[config.mk]
export PLATFORM = sky130hd
export DESIGN_NAME = shift_receiver_flat
export DESIGN_NICKNAME = d
export VERILOG_FILES = /design/src/rtl/shift_receiver_if.sv /design/src/rtl/shift_receiver.sv /design/src/flat_wrapper.sv
export SDC_FILE = /design/constraint.sdc
export NUM_CORES = 1
export LEC_CHECK = 0
export CORE_ASPECT_RATIO = 1.75
export CORE_MARGIN = 1.5
export CORE_UTILIZATION = 51
export CTS_BUF_LIST = sky130_fd_sc_hd__clkbuf_16
export DETAILED_ROUTE_END_ITERATION = 12
export PLACE_DENSITY = 0.84
export SYNTH_ARGS = -nofsm -noshare
export SYNTH_HDL_FRONTEND = slang
export SYNTH_SLANG_ARGS = --single-unit
[constraint.sdc]
create_clock -name i_clk -period 2.5 [get_ports i_clk]
set_clock_uncertainty 0.2 [all_clocks]
set_input_delay 0.5 -clock i_clk [delete_from_list [all_inputs] [get_ports i_clk]]
set_output_delay 0.5 -clock i_clk [all_outputs]
set_load 0.02 [all_outputs]
[src/rtl/shift_receiver_if.sv]
// shift_receiver_if: groups the control, serial and result signals of one shift_receiver.
//
// Signal names carry the receiver's point of view:
//   i_start      frame request, honoured only while the receiver is idle
//   i_serial_in  serial data bit, LSB first
//   i_bit_valid  i_serial_in is sampled on a clock edge where this is high
//   i_abort      drop the frame in progress
//   o_data_out   last completed frame, held until the next completion
//   o_data_valid one-cycle pulse, high in the cycle o_data_out carries a new frame
//   o_parity_err parity mismatch, qualified by o_data_valid
//   o_busy       receiver is not idle
//   o_bit_count  data bits captured so far in the current frame
//
// Modports:
//   master - the side that produces the serial stream (bench or upstream logic)
//   slave  - the receiver itself
interface shift_receiver_if #(
  parameter int unsigned WIDTH = 8
) ();

  localparam int unsigned CntW = $clog2(WIDTH + 1);

  logic             i_start;
  logic             i_serial_in;
  logic             i_bit_valid;
  logic             i_abort;
  logic [WIDTH-1:0] o_data_out;
  logic             o_data_valid;
  logic             o_parity_err;
  logic             o_busy;
  logic [CntW-1:0]  o_bit_count;

  modport master (
    output i_start,
    output i_serial_in,
    output i_bit_valid,
    output i_abort,
    input  o_data_out,
    input  o_data_valid,
    input  o_parity_err,
    input  o_busy,
    input  o_bit_count
  );

  modport slave (
    input  i_start,
    input  i_serial_in,
    input  i_bit_valid,
    input  i_abort,
    output o_data_out,
    output o_data_valid,
    output o_parity_err,
    output o_busy,
    output o_bit_count
  );

endinterface

[src/rtl/shift_receiver.sv]
// shift_receiver: collects a WIDTH-bit frame sent LSB first over a serial line, with an
// optional trailing even-parity bit, and presents the completed word with a one-cycle
// valid pulse.
//
// Ports:
//   i_clk    sole clock, all state changes on its rising edge
//   i_reset  synchronous active-high reset, overrides every other input
//   bus      shift_receiver_if.slave: start/serial_in/bit_valid/abort in,
//            data_out/data_valid/parity_err/busy/bit_count out
//
// Parameters:
//   WIDTH      data bits per frame (2..16); must match the interface WIDTH
//   PARITY_EN  1 = one even-parity bit follows the data bits
module shift_receiver #(
  parameter int unsigned WIDTH     = 8,
  parameter int unsigned PARITY_EN = 0
) (
  input logic             i_clk,
  input logic             i_reset,
  shift_receiver_if.slave bus
);

  localparam int unsigned CntW = $clog2(WIDTH + 1);
  localparam logic [CntW-1:0] LastIdx = CntW'(WIDTH - 1);

  typedef enum logic [1:0] {
    StIdle,
    StRecv,
    StPar,
    StDone
  } state_e;

  state_e           r_state;
  state_e           w_state_next;
  logic [WIDTH-1:0] r_shreg;
  logic [WIDTH-1:0] w_shreg_next;
  logic [CntW-1:0]  r_bit_count;
  logic [CntW-1:0]  w_bit_count_next;
  logic             r_parity_err;
  logic             w_parity_err_next;
  logic [WIDTH-1:0] r_data_out;
  logic             w_load_out;

  // State register and datapath registers.
  always_ff @(posedge i_clk) begin
    if (i_reset) begin
      r_state      <= StIdle;
      r_shreg      <= '0;
      r_bit_count  <= '0;
      r_parity_err <= 1'b0;
      r_data_out   <= '0;
    end else begin
      r_state      <= w_state_next;
      r_shreg      <= w_shreg_next;
      r_bit_count  <= w_bit_count_next;
      r_parity_err <= w_parity_err_next;
      // data_out is loaded on the edge that enters DONE so that the new word is already
      // visible during the single data_valid cycle.
      if (w_load_out) begin
        r_data_out <= w_shreg_next;
      end
    end
  end

  // Next-state and datapath control.
  always_comb begin
    w_state_next      = r_state;
    w_shreg_next      = r_shreg;
    w_bit_count_next  = r_bit_count;
    w_parity_err_next = r_parity_err;
    w_load_out        = 1'b0;

    unique case (r_state)
      StIdle: begin
        // A bit_valid in the accepting cycle is deliberately ignored.
        if (bus.i_start) begin
          w_state_next      = StRecv;
          w_shreg_next      = '0;
          w_bit_count_next  = '0;
          w_parity_err_next = 1'b0;
        end
      end

      StRecv: begin
        // abort beats a simultaneous bit_valid.
        if (bus.i_abort) begin
          w_state_next     = StIdle;
          w_bit_count_next = '0;
        end else if (bus.i_bit_valid) begin
          // Right shift: first bit received ends up in bit 0 after WIDTH samples.
          w_shreg_next     = {bus.i_serial_in, r_shreg[WIDTH-1:1]};
          w_bit_count_next = r_bit_count + CntW'(1);
          if (r_bit_count == LastIdx) begin
            if (PARITY_EN != 0) begin
              w_state_next = StPar;
            end else begin
              w_state_next = StDone;
              w_load_out   = 1'b1;
            end
          end
        end
      end

      StPar: begin
        if (bus.i_abort) begin
          w_state_next     = StIdle;
          w_bit_count_next = '0;
        end else if (bus.i_bit_valid) begin
          // Even parity: data plus parity bit must contain an even number of ones.
          w_parity_err_next = bus.i_serial_in ^ (^r_shreg);
          w_state_next      = StDone;
          w_load_out        = 1'b1;
        end
      end

      StDone: begin
        // Exactly one cycle; start and abort have no effect here.
        w_state_next = StIdle;
      end

      default: begin
        w_state_next = StIdle;
      end
    endcase
  end

  assign bus.o_data_out   = r_data_out;
  assign bus.o_data_valid = (r_state == StDone);
  assign bus.o_parity_err = (r_state == StDone) && r_parity_err;
  assign bus.o_busy       = (r_state != StIdle);
  assign bus.o_bit_count  = r_bit_count;

endmodule

[src/flat_wrapper.sv]
// flat-port wrapper written by rule: the top's interface ports become plain ports
module shift_receiver_flat 
#(
  parameter int unsigned WIDTH     = 8,
  parameter int unsigned PARITY_EN = 0
)
  (i_clk, i_reset, bus_i_start, bus_i_serial_in, bus_i_bit_valid, bus_i_abort, bus_o_data_out, bus_o_data_valid, bus_o_parity_err, bus_o_busy, bus_o_bit_count);
  shift_receiver_if #(.WIDTH(WIDTH)) bus_i ();
  input logic i_clk;
  input logic i_reset;
  input wire logic [$bits(bus_i.i_start)-1:0] bus_i_start;
  input wire logic [$bits(bus_i.i_serial_in)-1:0] bus_i_serial_in;
  input wire logic [$bits(bus_i.i_bit_valid)-1:0] bus_i_bit_valid;
  input wire logic [$bits(bus_i.i_abort)-1:0] bus_i_abort;
  output wire logic [$bits(bus_i.o_data_out)-1:0] bus_o_data_out;
  output wire logic [$bits(bus_i.o_data_valid)-1:0] bus_o_data_valid;
  output wire logic [$bits(bus_i.o_parity_err)-1:0] bus_o_parity_err;
  output wire logic [$bits(bus_i.o_busy)-1:0] bus_o_busy;
  output wire logic [$bits(bus_i.o_bit_count)-1:0] bus_o_bit_count;
  assign bus_i.i_start = bus_i_start;
  assign bus_i.i_serial_in = bus_i_serial_in;
  assign bus_i.i_bit_valid = bus_i_bit_valid;
  assign bus_i.i_abort = bus_i_abort;
  assign bus_o_data_out = bus_i.o_data_out;
  assign bus_o_data_valid = bus_i.o_data_valid;
  assign bus_o_parity_err = bus_i.o_parity_err;
  assign bus_o_busy = bus_i.o_busy;
  assign bus_o_bit_count = bus_i.o_bit_count;
  shift_receiver #(.WIDTH(WIDTH), .PARITY_EN(PARITY_EN)) u_core (.i_clk(i_clk), .i_reset(i_reset), .bus(bus_i));
endmodule
== Yosys cells after proc, flatten, opt, wreduce, memory -nomap -nowiden ==
Cells that the tools add are included.

* Flip-flop bits (word level): 23
* Input port bits: 6
* Output and inout port bits: 15
* Word-level logic and storage cells: 53

* Add/subtract/negate cells: 1
* Eq/ne operators: 11
* Muxes and demuxes: 26
* Bitwise gates (word level): 1
* Reduce and logical (&&, ||, !) cells: 9

{| class="wikitable"
|+ Operators by type and width
! cell !! count
|-
| 8-bit 2-to-1 mux || 3
|-
| 4-bit 2-to-1 mux || 4
|-
| 8-bit one-hot mux with 2 select lines || 1
|-
| 2-bit 2-to-1 mux || 6
|-
| 4-bit one-hot mux with 3 select lines || 1
|-
| 4-bit AND reduction || 3
|-
| 1-bit 2-to-1 mux || 8
|-
| 2-bit inequality test, second input constant || 4
|-
| 2-bit one-hot mux with 4 select lines || 1
|-
| 8-bit XOR reduction || 1
|-
| 3-bit inequality test, second input constant || 2
|-
| 4-bit by 1-bit adder with 4-bit output, second input constant || 1
|-
| 2-bit equality test, second input constant || 2
|-
| 4-bit by 3-bit equality test with 1-bit output, second input constant || 1
|-
| 1-bit one-hot mux with 2 select lines || 2
|-
| 2-bit nonzero test || 2
|-
| 3-bit by 2-bit inequality test with 1-bit output, second input constant || 1
|-
| 3-bit nonzero test || 1
|-
| 2-bit by 1-bit equality test with 1-bit output, second input constant || 1
|-
| 2-bit zero test || 1
|-
| 1-bit logical AND || 1
|-
| 1-bit XOR || 1
|}

== Logic depth before layout (Yosys ltp) ==
Gate-level depths: netlist of the first run.

* Depth after elaboration: 5
* Depth in mapped cells: 7
* Mapped depth without buffers: 6

== Worst setup path before layout of the first run ==
No wires, ideal clock.

* Kind: reg-to-reg
* From: register u_core.r_state[0]
* To: register u_core.r_bit_count[0], in the netlist u_core.bus.o_bit_count[0]
* Arrival time: 1.627 ns
* Required time: 2.229 ns
* Slack: 0.603 ns
* Stages on the path, launching flop included: 7
* Buffers on the path: 0
* Clock period less this slack: 1.897 ns
* Cell sequence: dfxtp_1 inv_1 ha_1 and2b_1 a21o_1 or4_1 a21oi_1

* Cells in the longest elaborated chain, start to end: 3

{| class="wikitable"
|+ Ends and longest elaborated chain
! item !! line !! text
|-
| from (decl) || shift_receiver.sv:33 || <nowiki>state_e r_state;</nowiki>
|-
| from (signal assigned) || shift_receiver.sv:47 || <nowiki>r_state <= StIdle;</nowiki>
|-
| from (signal assigned) || shift_receiver.sv:53 || <nowiki>r_state <= w_state_next;</nowiki>
|-
| 2-bit by 1-bit equality test with 1-bit output, or another cell as far along || shift_receiver.sv:73 || <nowiki>unique case (r_state)</nowiki>
|-
| 3-bit inequality test (no source line), or another cell as far along || - ||
|-
| 4-bit AND reduction (no source line) || - ||
|-
| to (signal assigned) || shift_receiver.sv:55 || <nowiki>r_bit_count <= w_bit_count_next;</nowiki>
|-
| to (decl) || shift_receiver.sv:37 || <nowiki>logic [CntW-1:0] r_bit_count;</nowiki>
|}

Parallel ways exist; a longest one is shown, timed or not.
A chain may end at the register's enable or synchronous reset.

== Worst setup path after layout of the first run ==
* From: register u_core.r_state[0]
* To: output bus_o_busy

* Cells in the longest elaborated chain, start to end: 1

{| class="wikitable"
|+ Ends and longest elaborated chain
! item !! line !! text
|-
| 2-bit nonzero test || shift_receiver.sv:130 || <nowiki>assign bus.o_busy = (r_state != StIdle);</nowiki>
|-
| to (decl) || flat_wrapper.sv:18 || <nowiki>output wire logic [$bits(bus_i.o_busy)-1:0] bus_o_busy;</nowiki>
|}

Every way passes these cells.

==> results.toml, run 1 <==
[pwr]
leakagePower_nw = 0.585
power_density_mw_per_mm2 = 652
ir_drop_v = 0.000602

[critical_path]
max_stage_delay_ps = 590
slowest_stage = "clkdlybuf4s50_1"
required_ps = 1800
worst_setup_path_end_kind = "output port"
cp_max_fo = 5
cp.arrival_ps = 1610
crit_type = "reg -> out"
cp_cell_sequence = "inv_1 > ha_1 > inv_1 > clkdlybuf4s50_1"
start_kind = "register"
critPathMostFrequentCell = "inv_1"

[routing]
totalWireLength_um = 2540
drt_iter0_markers = 18
wire_per_inst_um = 14.6
vias_per_cell = 5.94
drt.antenna.violating_nets = 0
dr.pass1.iters = 4
num_vias = 1034
remaining_drc_errors = 0

[timing]
period_needed_ps = 2310
finalCritPeriodShare = 0.922
fin_setup_tns_ps = 0
slew_viol_final = 0
timing.fmax_mhz = 434
slew_headroom = 0.782
finalHoldViolCount = 0
hold_ws_ps = 307
rsz0062_at_grt = "false"
tightest_slew_ps = 323
fin_ws_ps = 195
setup_viol = 0

[floorplanning]
fp.dieW_um = 39.1
num_rows = 22
die_h_um = 66.1
die-area_sq_mm = 0.00258
io_pins = 21
start_util = 0.548
design.core.area_sq_mm = 0.00212

[hold_path]
hp-class = "reg -> reg"

[cells_and_area]
fin_nets = 162
utilization = 0.694
drive_gt1_frac = 0.0867
final_cell_mix = "23 x dfxtp_1, 21 x nor2_1, 20 x clkdlybuf4s50_1"
final_common_cell = "dfxtp_1"
area_growth_pct = 26.7
fill_cells = 183
antenna_cells = 0

[synth]
synth_nets = 138
ys.flop_type = "dfxtp_1"
yosys_warnings = 0
ys_seq_area_frac = 0.397
synth_edf_count = 0
syn_area_sq_mm = 0.00116
netlist.area_leader.share = 0.397
async_flop_share = 0
synth_area_leaders = "dfxtp_1 40%, nor2_1 6.8%, ha_1 5.4%"
synth_cells = 127
synth_seq_cells = 23
postSynthAreaPerCell_sq_um = 9.14
yosys.area.top_type = "dfxtp_1"
synthDistinctLibCells = 39

[clock_network]
cts_tree = "built"
clkTransAtPathRegs_ps = 50
cts.repair.resized = 0
clkSinkCount = 23
cts_setup_buffers = 0
clk_latency_ps = 260
clockRootBuffer = "clkbuf_16"
htree_levels = 1
cts_buffers = 3
hold_buffers = 0
cts.path.max_buffers = 2

[placement]
post-place-ws_ps = 73.7
port_buffers = 20
place.gp.congestion = 0.761
dp_hpwl_um = 1970

[global_routing]
grt_pass1_vias = 925
grt_pass1_wl_um = 4060
grt_use_total = 0.227
grt-ovfl-total = 0
grt_max_degree = 23
antenna_found_initial = 0

[run_status]
status = "complete, no violations"

[flow_run]
cap_violations = 0
==> layout make-up <==
| type | count | area [sq um] | share of cell area |
|---|---|---|---|
| sequential | 23 | 460 | 0.313 |
| clock inverter | 1 | 5.00 | 0.00340 |
| inverter | 6 | 22.5 | 0.0153 |
| tap | 24 | 30.0 | 0.0204 |
| timing repair buffer | 23 | 223 | 0.151 |
| clock buffer | 3 | 75.1 | 0.0510 |
| multi-input combinational | 94 | 656 | 0.446 |
==> routing by layer <==
layer	track usage	part of all wire	vias to the layer above
li1	-	-	511
met1	0.234	0.40	492
met2	0.419	0.55	26
met3	0.0202	0.030	5
met4	0.116	0.023	0
met5	0	0	-
==> cells by family (layout without fill, tap and decap cells) <==
logic type                 after synthesis  in the layout  synth area share
AOI/OAI and AO/OA                       39             39             0.249
xor gates and xnor gates                 6              6            0.0571
adders and majority gates                5              5            0.0539
buffers and inverters                   10             33            0.0388
DFF                                     23             23             0.397
and+or+nand+nor                         44             44             0.205
==> power breakdown <==
group / leakage (nW) / internal [W] / switching (W)
clock network: 0.0409 / 0.000215 / 0.000124
registers: 0.186 / 0.000377 / 0.00000998
logic: 0.358 / 0.0000874 / 0.000146
==> cells in the mapped netlist (all sizes together) (2+ instances only) <==
master,number
and3,2
and2,2
nand4,3
o31ai,2
a211oi,9
a22oi,8
inv,6
nand2b,2
nand3,2
nand4b,2
nor2,21
clkbuf,3
a21oi,7
ha,5
xnor2,4
dfxtp,23
nor2b,4
o21ai,6
==> critical path: cells and delay by family, from the launching register on <==
kind | cells | cell delay (ps)
buf+inv | 3 | 730
flops | 1 | 370
fa+ha+maj | 1 | 250
==> path summary, 6_finish.rpt <==
check / slack (ps) / startpoint / endpoint / cells past startpoint
setup / recovery: 190 / u_core.r_state[0]$_SDFFE_PP0P_ / bus_o_busy / 4
hold / removal: 310 / u_core.bus.o_data_out[0]$_SDFFE_PP0P_ / u_core.bus.o_data_out[0]$_SDFFE_PP0P_ / 2
setup reg to reg: 450 / u_core.r_state[0]$_SDFFE_PP0P_ / u_core.bus.o_data_out[7]$_SDFFE_PP0P_ / 6
hold reg to reg: 310 / u_core.bus.o_data_out[0]$_SDFFE_PP0P_ / u_core.bus.o_data_out[0]$_SDFFE_PP0P_ / 2
==> per-stage QoR <==
step           power, W  cells  area, sq um
4_1_cts        0.000970    174         1470
6_report       0.000959    174         1470
3_3_place_gp   0.000618    170         1390
5_1_grt         0.00100    174         1470
2_1_floorplan  0.000555    127         1160
3_5_place_dp   0.000627    170         1390
==> sequential cells by signal (all words and copies together), names as in the netlist <==
name,count
u_core.r_shreg,8
u_core.r_parity_err,1
u_core.r_state,2
u_core.bus.o_bit_count,4
u_core.bus.o_data_out,8
Power figures use the tool's default switching activity.
==> inputs of run 2 (changes only) <==
Settings changed: PLACE_DENSITY 0.84 to 0.76, TNS_END_PERCENT set to 10.
==> run 2 against run 1 <==
Hold slack got worse by 11 ps. Critical path depth unchanged. Clock power up 1%. Die area unchanged. Utilization increased by 0.35 points. Combinational power decreased by 2%. First-iteration DRC count rose by 39%. Worst setup slack got worse by 26 ps. Final cell count grew 0.57%. Via count is 0.68% higher. Power hardly changed. Largest cell class unchanged.
==> results.toml, run 2 (synthesis results as in run 1) <==
[run_status]
status = "complete, no violations"

[pwr]
p_int_w = 0.000680
power.share.clock = 0.357
ir_drop_v = 0.000546
seqPwrFrac = 0.404
leakagePower_nw = 0.589
power_density_mw_per_mm2 = 649
sw_frac_of_total = 0.291
p_switching_w = 0.000280
power_frac_comb = 0.239

[global_routing]
grt_pass1_vias = 983
antenna_found_initial = 0
grt_max_degree = 17
grt-ovfl-total = 0
grt_pass1_wl_um = 3910
grt_use_total = 0.214

[critical_path]
cp_num_buf_inv = 3
cp.arrival_ps = 1630
crit_type = "reg -> out"
slowest_stage = "clkdlybuf4s50_1"
r2r_slack_ps = 420
worst_setup_path_end_kind = "output port"
cp_max_fo = 5
critPathMostFrequentCell = "inv_1"
required_ps = 1800
cp_cell_sequence = "inv_1 > ha_1 > inv_1 > clkdlybuf4s50_1"
start_kind = "register"
crit_family = "buffers and inverters"
max_stage_delay_ps = 590

[timing]
finalCritPeriodShare = 0.932
setup_viol = 0
fin_setup_tns_ps = 0
rsz0062_at_grt = "false"
finalHoldViolCount = 0
fin_ws_ps = 169
period_needed_ps = 2330
tightest_slew_ps = 381
slew_headroom = 0.743
timing.fmax_mhz = 429
slew_viol_final = 0

[clock_network]
clk_latency_ps = 250
clockRootBuffer = "clkbuf_16"
cts.repair.resized = 0
cts_buffers = 3
hold_buffers = 0
cts_setup_buffers = 0
htree_levels = 1
clkTransAtPathRegs_ps = 60
cts.path.max_buffers = 2
clkSinkCount = 23
cts_tree = "built"

[routing]
num_vias = 1041
drt_iter0_markers = 25
vias_per_cell = 5.95
drt.antenna.violating_nets = 0
dr.pass1.iters = 4
totalWireLength_um = 2490
remaining_drc_errors = 0
wire_per_inst_um = 14.2

[floorplanning]
die_h_um = 66.1
fp.dieW_um = 39.1
num_rows = 22
start_util = 0.548
die-area_sq_mm = 0.00258
design.core.area_sq_mm = 0.00212
io_pins = 21

[placement]
dp_hpwl_um = 1890
place.gp.congestion = 0.702
post-place-ws_ps = 102
port_buffers = 20

[cells_and_area]
fin_nets = 163
utilization = 0.698
fill_cells = 184
final_common_cell = "dfxtp_1"
final_cell_mix = "23 x dfxtp_1, 21 x nor2_1, 20 x clkdlybuf4s50_1"
area_growth_pct = 27.4
antenna_cells = 0
drive_gt1_frac = 0.0927

[hold_path]
hp-class = "reg -> reg"

[flow_run]
cap_violations = 0
## run 2: routing by layer
| metal | vias up | track usage | part of all wire |
|---|---|---|---|
| li1 | 510 | - | - |
| met1 | 511 | 0.205 | 0.39 |
| met2 | 15 | 0.417 | 0.56 |
| met3 | 5 | 0.0404 | 0.028 |
| met4 | 0 | 0.0647 | 0.015 |
| met5 | - | 0 | 0 |
## run 2: area by class of cell
class | count | area (sq um) | share of cell area
Clock inverter | 1 | 5.00 | 0.00338
Clock buffer | 3 | 75.1 | 0.0508
Timing Repair Buffer | 24 | 230 | 0.156
Sequential cell | 23 | 460 | 0.311
Inverter | 6 | 22.5 | 0.0152
Multi-Input combinational cell | 94 | 656 | 0.443
Tap cell | 24 | 30.0 | 0.0203
## run 2: worst paths after layout
check | start | to | depth (start not counted)
setup / recovery | u_core.r_state[0]$_SDFFE_PP0P_ | bus_o_busy | 4
hold / removal | u_core.bus.o_data_out[4]$_SDFFE_PP0P_ | u_core.bus.o_data_out[4]$_SDFFE_PP0P_ | 2
setup reg to reg | u_core.r_state[0]$_SDFFE_PP0P_ | u_core.bus.o_bit_count[0]$_SDFFE_PP0P_ | 6
hold reg to reg | u_core.bus.o_data_out[4]$_SDFFE_PP0P_ | u_core.bus.o_data_out[4]$_SDFFE_PP0P_ | 2
## run 2: metrics by stage
step | instances | power [W] | area, sq um | hold WS (ps)
after global routing | 175 | 0.00100 | 1480 | 322
after CTS | 175 | 0.000964 | 1480 | 298
final | 175 | 0.000960 | 1480 | 295
after floorplan | 127 | 0.000555 | 1160 | 285
after global placement | 171 | 0.000617 | 1400 | 287
after detailed placement | 171 | 0.000623 | 1400 | 291
## run 2: power by group through the flow
stage	combinational (W)	clock [W]	sequential [W]
6_report	0.000229	0.000343	0.000388
5_1_grt	0.000247	0.000365	0.000388
4_1_cts	0.000227	0.000349	0.000388
3_5_place_dp	0.000227	0	0.000396
3_3_place_gp	0.000223	0	0.000395
2_1_floorplan	0.000158	0	0.000397
## run 2: tightest hold or removal path, stage by stage (launching register included)
cell,delay [ps]
dfxtp_1,310
nor2_1,90
a211oi_1,50
==> inputs of run 3 (changes only) <==
Settings changed: CORE_MARGIN 1.5 to unset, PLACE_DENSITY 0.76 to 0.8.
==> run 3 against run 2 <==
Clock power about the same. Sequential share of layout area shrank 0.10 points. Register-to-register slack got worse by 30 ps. Non-clock buffer count fell by 1. Utilization increased by 0.24 points. Via count decreased by 1.1%. Largest power group unchanged. Largest cell class unchanged. Power increased by 0.16%.
==> results.toml, run 3 (synthesis results as in run 1) <==
[cells_and_area]
final_common_cell = "dfxtp_1"
area_growth_pct = 27.8
drive_gt1_frac = 0.0867
antenna_cells = 0
final_cell_mix = "23 x dfxtp_1, 21 x nor2_1, 20 x clkdlybuf4s50_1"
fin_nets = 162
final_cell_count_no_fill = 174

[routing]
vias_per_cell = 5.92
num_vias = 1030
dr.pass1.iters = 4
drt_iter0_markers = 39
wire_per_inst_um = 14.9
remaining_drc_errors = 0
totalWireLength_um = 2590
drt.antenna.violating_nets = 0

[clock_network]
htree_levels = 1
clkSinkCount = 23
clk_latency_ps = 260
cts_buffers = 3
cts_setup_buffers = 0
cts_tree = "built"
hold_buffers = 0
cts.path.max_buffers = 2
cts.repair.resized = 0
clkTransAtPathRegs_ps = 60
clockRootBuffer = "clkbuf_16"

[critical_path]
cp_max_fo = 5
cp.arrival_ps = 1610
crit_type = "reg -> out"
start_kind = "register"
worst_setup_path_end_kind = "output port"
reg2reg_depth = 6
required_ps = 1800

[pwr]
power_density_mw_per_mm2 = 648
finalPower_w = 0.000961
ir_drop_v = 0.000541
leakagePower_nw = 0.587

[hold_path]
hp-class = "reg -> reg"
holdPathStages = 2

[global_routing]
grt_pass1_vias = 1000
grt_max_degree = 17
antenna_found_initial = 0
grt_pass1_wl_um = 4170
grt_use_total = 0.240
grt-ovfl-total = 0

[timing]
setup_viol = 0
slew_headroom = 0.735
period_needed_ps = 2310
fin_setup_tns_ps = 0
slew_viol_final = 0
fin_ws_ps = 186
finalHoldViolCount = 0
rsz0062_at_grt = "false"
finalCritPeriodShare = 0.925
tightest_slew_ps = 394
timing.fmax_mhz = 432

[floorplanning]
die_h_um = 65.1
num_rows = 22
start_util = 0.548
die-area_sq_mm = 0.00248
io_pins = 21
design.core.area_sq_mm = 0.00212
fp.dieW_um = 38.1

[placement]
dp_hpwl_um = 1990
dp_cells = 170
port_buffers = 20
place.gp.congestion = 0.705
post-place-ws_ps = 117

[flow_run]
cap_violations = 0

[run_status]
status = "complete, no violations"
==> run 3: cell types whose count changed in the layout (fill, tap and decap cells not counted), sizes merged <==
cell / delta
buf: -1
==> run 3: cell type report <==
| type | instances | area, sq um |
|---|---|---|
| multi-input combinational | 94 | 656 |
| fill | 164 | 636 |
| sequential | 23 | 460 |
| timing repair buffer | 23 | 235 |
| clock buffer | 3 | 75.1 |
| tap | 24 | 30.0 |
| inverter | 6 | 22.5 |
| clock inverter | 1 | 5.00 |
==> run 3: path summary, 6_finish.rpt <==
kind	slack [ps]	end	from
setup reg to reg	390	u_core.bus.o_bit_count[0]$_SDFFE_PP0P_	u_core.r_state[1]$_SDFFE_PP0P_
hold reg to reg	310	u_core.bus.o_data_out[5]$_SDFFE_PP0P_	u_core.bus.o_data_out[5]$_SDFFE_PP0P_
hold / removal	310	u_core.bus.o_data_out[5]$_SDFFE_PP0P_	u_core.bus.o_data_out[5]$_SDFFE_PP0P_
setup / recovery	190	bus_o_busy	u_core.r_state[0]$_SDFFE_PP0P_
==> run 3: critical path, cell delays in order, from the launching register on <==
cell             delay [ps]
dfxtp_1                 380
inv_1                    80
ha_1                    250
inv_1                    70
clkdlybuf4s50_1         590
==> run 3: report_power, final <==
group | internal, W | switching, W
combinational | 0.0000882 | 0.000145
sequential | 0.000377 | 0.0000104
clock | 0.000215 | 0.000125
total | 0.000680 | 0.000281
==> run 3: metal layers <==
layer  track usage  vias up  routed length, um
li1              -      512                  -
met1         0.221      483                989
met2         0.464       30               1430
met3        0.0405        5                108
met4         0.107        0                 59
met5             0        -                  0
==> run 3: metrics by stage <==
step                instance area (sq um)  hold slack (ps)  utilization
floorplan                            1160              285            -
global placement                     1400              290        0.662
detailed placement                   1400              297        0.662
CTS                                  1480              305        0.700
global route                         1480              335        0.700
finish                               1480              305        0.700
